## config.mk

```make
export PLATFORM = sky130hd
export DESIGN_NAME = hazard_stall_control
export DESIGN_NICKNAME = d
export VERILOG_FILES = /design/src/rtl/hazard_stall_control.sv
export SDC_FILE = /design/constraint.sdc
export NUM_CORES = 1
export LEC_CHECK = 0
export ABC_AREA = 1
export CORE_MARGIN = 2
export CORE_UTILIZATION = 49
export CTS_CLUSTER_SIZE = 30
export DETAILED_ROUTE_END_ITERATION = 10
export PLACE_DENSITY_LB_ADDON = 0.05
export SYNTH_ARGS = -nofsm -noshare
export SYNTH_HDL_FRONTEND = slang
export SYNTH_SLANG_ARGS = --single-unit
```

## constraint.sdc

```tcl
create_clock -name clk -period 2.4 [get_ports clk]
set_input_delay 0.48 -clock clk [delete_from_list [all_inputs] [get_ports clk]]
set_output_delay 0.48 -clock clk [all_outputs]
set_load 0.005 [all_outputs]
```

## src/rtl/hazard_stall_control.sv

```systemverilog
// Pipeline hazard controller: load-use bubbles, taken-branch flushes and
// data-memory wait freezes, with a sticky memory-timeout trap and stall statistics.
module hazard_stall_control #(
   parameter logic [7:0]  WAIT_LIMIT = 8'd255,
   parameter int unsigned CNT_W      = 16
) (
   input  logic             clk,
   input  logic             rst,
   input  logic             ID_EX_MemRead,
   input  logic [4:0]       Rd_EX,
   input  logic [4:0]       Rs1_ID,
   input  logic [4:0]       Rs2_ID,
   input  logic             Rs1_Used,
   input  logic             Rs2_Used,
   input  logic             Branch_Taken,
   input  logic             MEM_Access,
   input  logic             Mem_Ready,
   output logic             PC_WEN,
   output logic             IF_ID_WEN,
   output logic             Pipe_WEN,
   output logic             IF_ID_Flush,
   output logic             ID_EX_Flush,
   output logic [1:0]       Hz_State,
   output logic             Mem_Timeout,
   output logic [CNT_W-1:0] Stall_Cnt
);

   // state    | meaning
   // RUN      | normal issue; bubbles/flushes applied combinationally
   // MEM_WAIT | data memory outstanding; Wait_Cnt counts wait cycles
   // TIMEOUT  | memory never answered; pipeline frozen until reset
   typedef enum logic [1:0] {
      RUN      = 2'b00,
      MEM_WAIT = 2'b01,
      TIMEOUT  = 2'b10
   } state_e;

   state_e           state_q, state_d;
   logic [7:0]       wait_q, wait_d;
   logic [CNT_W-1:0] stall_q, stall_d;
   logic             mem_stall;
   logic             load_use;

   assign mem_stall = MEM_Access & ~Mem_Ready;
   assign load_use  = ID_EX_MemRead & (Rd_EX != 5'd0) &
                      ((Rs1_Used & (Rs1_ID == Rd_EX)) | (Rs2_Used & (Rs2_ID == Rd_EX)));

   // Priority: timeout freeze > memory freeze > branch flush > load-use bubble.
   always_comb begin
      PC_WEN      = 1'b1;
      IF_ID_WEN   = 1'b1;
      Pipe_WEN    = 1'b1;
      IF_ID_Flush = 1'b0;
      ID_EX_Flush = 1'b0;
      if (rst) begin
         PC_WEN = 1'b1;
      end else if ((state_q == TIMEOUT) || mem_stall) begin
         PC_WEN    = 1'b0;
         IF_ID_WEN = 1'b0;
         Pipe_WEN  = 1'b0;
      end else if (Branch_Taken) begin
         IF_ID_Flush = 1'b1;
         ID_EX_Flush = 1'b1;
      end else if (load_use) begin
         PC_WEN      = 1'b0;
         IF_ID_WEN   = 1'b0;
         ID_EX_Flush = 1'b1;
      end
   end

   always_comb begin
      state_d = state_q;
      wait_d  = wait_q;
      case (state_q)
         RUN: begin
            if (mem_stall) begin
               state_d = MEM_WAIT;
               wait_d  = 8'd1;
            end
         end
         MEM_WAIT: begin
            if (Mem_Ready || !MEM_Access) begin
               state_d = RUN;
               wait_d  = 8'd0;
            end else if (wait_q == WAIT_LIMIT) begin
               state_d = TIMEOUT;
            end else begin
               wait_d = wait_q + 8'd1;
            end
         end
         TIMEOUT: state_d = TIMEOUT;
         default: begin
            state_d = RUN;
            wait_d  = 8'd0;
         end
      endcase
   end

   always_comb begin
      stall_d = stall_q;
      if (!PC_WEN && (stall_q != {CNT_W{1'b1}}))
         stall_d = stall_q + {{(CNT_W-1){1'b0}}, 1'b1};
   end

   always_ff @(posedge clk or posedge rst) begin
      if (rst) begin
         state_q <= RUN;
         wait_q  <= 8'd0;
         stall_q <= '0;
      end else begin
         state_q <= state_d;
         wait_q  <= wait_d;
         stall_q <= stall_d;
      end
   end

   assign Hz_State    = state_q;
   assign Mem_Timeout = (state_q == TIMEOUT);
   assign Stall_Cnt   = stall_q;

endmodule

```

==> After elaboration in Yosys (flattened, before gate mapping) <==
Index checks and enable logic that the tools add are counted.
{ "classes": {"add_sub_neg": 2, "n_eq_ne": 9, "mux": 21, "bitwise": 8, "reduce_logical": 9} }
{ "op_table": {"columns": ["operator", "count"], "rows": [
  ["$mux W8", 3],
  ["$pmux W8 S3", 1],
  ["$add A16 B1 Y16 const B", 1],
  ["$ne A16 B16 Y1 const B", 1],
  ["$mux W1", 13],
  ["$eq A5 B5 Y1", 2],
  ["$add A8 B1 Y8 const B", 1],
  ["$eq A8 B8 Y1 const B", 1],
  ["$mux W2", 3],
  ["$ne A3 B3 Y1 const B", 2],
  ["$pmux W2 S3", 1],
  ["$and A1 B1 Y1", 5],
  ["$reduce_bool A5 Y1", 1],
  ["$reduce_and A3 Y1", 1],
  ["$eq A2 B1 Y1 const B", 1],
  ["$eq A2 B2 Y1 const B", 1],
  ["$logic_not A1 Y1", 2],
  ["$logic_not A2 Y1", 1],
  ["$logic_or A1 B1 Y1", 2],
  ["$ne A2 B2 Y1 const B", 1],
  ["$not A1 Y1", 2],
  ["$reduce_and A2 Y1", 1],
  ["$logic_and A1 B1 Y1", 1],
  ["$or A1 B1 Y1", 1]
]} }
{ "totals": {"reg_bits": 26, "wordCells": 52} }

==> Depth between registers and ports, before layout <==
{ "logic_depth": {"ltp_word": 10, "ltp_mapped": 12, "ltp_nobuf": 11} }

==> Least setup slack after synthesis <==
Ideal clock, no wire load.
{ "synth_path": {"path_kind": "in2out", "start": "in rst", "end": "out PC_WEN", "arrival_time_ps": 1855, "required_ps": 1920, "slack_ps": 65, "cell_stages": 6, "path_buffers": 2, "cell_sequence": "inv_1 -> nand2_1 -> nand2_2 -> buf_2 -> inv_1 -> buf_4"} }
{ "synth_between": {"elab_chain_cells": 1} }
{ "synth_lines": {"columns": ["element", "line_no", "text"], "rows": [
  ["start, declared", "8", "input logic rst,"],
  ["$mux W1", null, null],
  ["end, declared", "18", "output logic PC_WEN,"]
]} }
No other way between the ends.

==> Worst setup path after layout <==
{ "layout_path": {"start": "in Rs2_ID[4]", "end": "out IF_ID_WEN"} }
{ "layout_between": {"elab_chain_cells": 8} }
{ "layout_lines": {"columns": ["element", "line_no", "text"], "rows": [
  ["start, declared", "12", "input logic [4:0] Rs2_ID,"],
  ["$eq A5 B5 Y1", "46", "((Rs1_Used & (Rs1_ID == Rd_EX)) | (Rs2_Used & (Rs2_ID == Rd_EX)));"],
  ["$and A1 B1 Y1", "46", null],
  ["$or A1 B1 Y1", "46", null],
  ["$and A1 B1 Y1", "45", "assign load_use = ID_EX_MemRead & (Rd_EX != 5'd0) &"],
  ["$mux W1", "64", "end else if (load_use) begin"],
  ["$mux W1", "61", "end else if (Branch_Taken) begin"],
  ["$mux W1", "57", "end else if ((state_q == TIMEOUT) || mem_stall) begin"],
  ["$mux W1", "55", "if (rst) begin"],
  ["end, declared", "19", "output logic IF_ID_WEN,"]
]} }
No other way between the ends.

==> run_results.csv <==
group,metric,value,unit
outcome,run_status,"finished clean",
layout,fillers,350,
power_and_ir_drop,power.switching,308,uW
power_and_ir_drop,power.share.switching,29.4,%
worst_setup_path,arrival,1.80,ns
global_route,met3_usage,2.43,%
clock_tree,cts-root-buf,"clkbuf_8",
routing,vias,1735,
global_route,overflow,0,
layout,area_growth,32.2,%
placement,place_hpwl,2980,um
yosys,avgSynthCellArea,6.70,um^2
routing,drt_iter0_drc,112,
floorplanning,die_h,64.8,um
clock_tree,clk_latency,0.27,ns
power_and_ir_drop,p_int,740,uW
timing,finalMaxSlewViolations,0,
yosys,synth_nets,295,
worst_setup_path,start_kind,"primary input",
yosys,synthCells,270,
global_route,grt_pass1_wl,7110,um
timing,fin_crit_sh,95.1,%
placement,pre_cts_ws,-0.269,ns
global_route,top_usage_layer,"met1",
timing,max-slew-margin-rel,75.3,%
global_route,use_met2,31.8,%
placement,dp.cells,364,
clock_tree,cts_tree,"built",
timing,setup_viol,0,
worst_setup_path,required,1.92,ns
yosys,ys_seq_area_share,36.0,%
power_and_ir_drop,powerDensity,438,mW/mm^2
routing,drtPass1Iterations,4,
clock_tree,htree_levels,1,
placement,io_buffers,46,
job,drv_cap,0,
layout,mostFrequentLayoutCells,"nand2_1 (95), inv_1 (31), nor2_1 (29), clkdlybuf4s50_1 (29), nand3_1 (27)",
routing,wl,4120,um
min_path,hold_class,"flip-flop to flip-flop",
floorplanning,core,0.00361,mm^2
min_path,min-delay-start,"wait_q[7]",
timing,setup_ws,0.118,ns
global_route,grt_util_met1,32.1,%
global_route,antenna_found_initial,0,
clock_tree,clkSinkCount,26,
clock_tree,cts.clk_slew.worst_paths,0.08,ns
timing,tns,0,ns
min_path,whs_endpoint,"wait_q[7]",
floorplanning,die-area,0.00419,mm^2
worst_setup_path,cp_max_fo,2,
power_and_ir_drop,ir_drop,240,uV
timing,fmax,438,MHz
worst_setup_path,reg2reg_depth,9,
routing,wl_per_cell,11.2,um
floorplanning,initial_utilization,50.2,%
clock_tree,cts_buffers,3,
yosys,ys_warn_count,0,
worst_setup_path,r2r_start,"Stall_Cnt[0]",
timing,rsz0062_at_grt,"no",
yosys,synth-seq-cells,26,
layout,antennaDiodeCount,0,
worst_setup_path,reg2reg_setup_slack,0.49,ns
floorplanning,rows,22,
worst_setup_path,critPathCaptureType,"primary output",
power_and_ir_drop,pwr-share-comb,26.3,%
clock_tree,cts.hold.buffers_added,0,
worst_setup_path,timing_worst_setup_path_type,"primary input to primary output",
layout,final_layout_size_suffix_gt1_share,7.84,%
power_and_ir_drop,p_leak,0.00126,uW
global_route,grt_max_degree,27,
yosys,ys_types,24,
routing,vias_per_cell,4.73,
routing,drcViolationCount,0,
global_route,grt_use_total,21.0,%
timing,worst_pin_slew,0.369,ns
floorplanning,ios,47,
layout,layout.nets,346,
timing,skew,0.00671,ns
timing,hold_viol_final,0,
floorplanning,die_w,64.8,um
global_route,grt_pass1_vias,1634,
power_and_ir_drop,power_frac_seq,50.6,%
layout,final_common_cell,"nand2_1",
power_and_ir_drop,clock_power_share,23.1,%
placement,place.gp.congestion,0.801,
layout,final_util,66.3,%
worst_setup_path,rr_endpoint,"Stall_Cnt[11]",
routing,ant_nets,0,
clock_tree,clk_path_buf_depth,2,
min_path,hold_depth,2,
layout,stdcell_count,367,
timing,period_needed,2.28,ns
yosys,synth_area,0.00181,mm^2
-- flip-flops by register name, summed over array words and instances (netlist names) --
| register | cells |
|---|---|
| wait_q | 8 |
| Hz_State | 2 |
| Stall_Cnt | 16 |
-- per-layer routing --
layer	vias up	part of all wire (%)
li1	940	-
met1	751	53
met2	40	41
met3	4	5.2
met4	0	0.73
met5	-	0
-- Yosys cell counts, drive strengths merged --
cell type | instances | area [um^2]
inv | 35 | 131
nor3b | 1 | 7.51
nand3b | 2 | 15.0
nand2 | 100 | 390
nand3 | 29 | 158
o21ai | 10 | 50.1
nand4 | 6 | 37.5
or2 | 1 | 6.26
xnor2 | 7 | 61.3
nor2 | 33 | 136
nor3 | 5 | 36.3
xor2 | 8 | 70.1
a21oi | 1 | 5.00
buf | 4 | 28.8
dfrtp | 26 | 651
ha | 2 | 25.0
-- power groups by stage --
| stage | Sequential [uW] | Combinational [uW] | Clock [uW] |
|---|---|---|---|
| after floorplan | 532 | 136 | 0 |
| after CTS | 530 | 278 | 250 |
| after detailed placement | 538 | 281 | 0 |
| after global placement | 536 | 277 | 0 |
| final | 531 | 275 | 242 |
| after global routing | 538 | 314 | 258 |
-- stage by stage --
step                power [uW]  hold WS (ns)  instance area, um^2
floorplan                  669         0.475                 1810
global placement           814         0.496                 2330
detailed placement         819         0.512                 2330
CTS                       1060         0.531                 2360
global route              1110         0.548                 2390
finish                    1050         0.522                 2390
-- cell type report --
class	instances	area (um^2)	area share, %
well taps	48	60.1	2.51
flip-flops and latches	26	651	27.2
repair buffers	50	499	20.9
inverters	35	131	5.49
multi-input cells	205	1010	42.2
clock buffers	3	41.3	1.73
-- worst max-delay path: stages --
cell and delay, ns:
clkdlybuf4s50_1 0.48, inv_1 0.04, nand2_1 0.05, nand2_1 0.05
nor2_1 0.09, nand3_1 0.09, nand2_2 0.08, nand3_2 0.06
nand2_2 0.08, inv_1 0.05, dlygate4sd2_1 0.26
-- logic make-up after synthesis --
family          count (synthesis)  synth area share [%]
compound gates                 11                  3.04
buf+inv                        39                  8.85
fa+ha+maj                       2                  1.38
simple gates                  177                  43.5
flops                          26                  36.0
xor+xnor                       15                  7.26
-- worst max path at each step --
| stage | cells past startpoint | endpoint | slack, ns | from |
|---|---|---|---|---|
| finish | 11 | IF_ID_WEN | 0.12 | Rs2_ID[4] |
| global route | 11 | IF_ID_WEN | 0.007 | Rs2_ID[4] |
| CTS | 6 | IF_ID_Flush | 0.02 | Mem_Ready |
| detailed placement | 10 | ID_EX_Flush | -0.27 | Rd_EX[4] |
| global placement | 10 | ID_EX_Flush | -0.25 | Rd_EX[4] |
| floorplan | 6 | PC_WEN | 0.06 | rst |
-- timing repair --
item,CTS,global route
gates resized for setup,13,14
setup buffers,0,0
pin swaps,1,9
hold endpoints to repair,0,0
endpoints found under the setup margin,3,4
(Power assumes the default switching activity.)
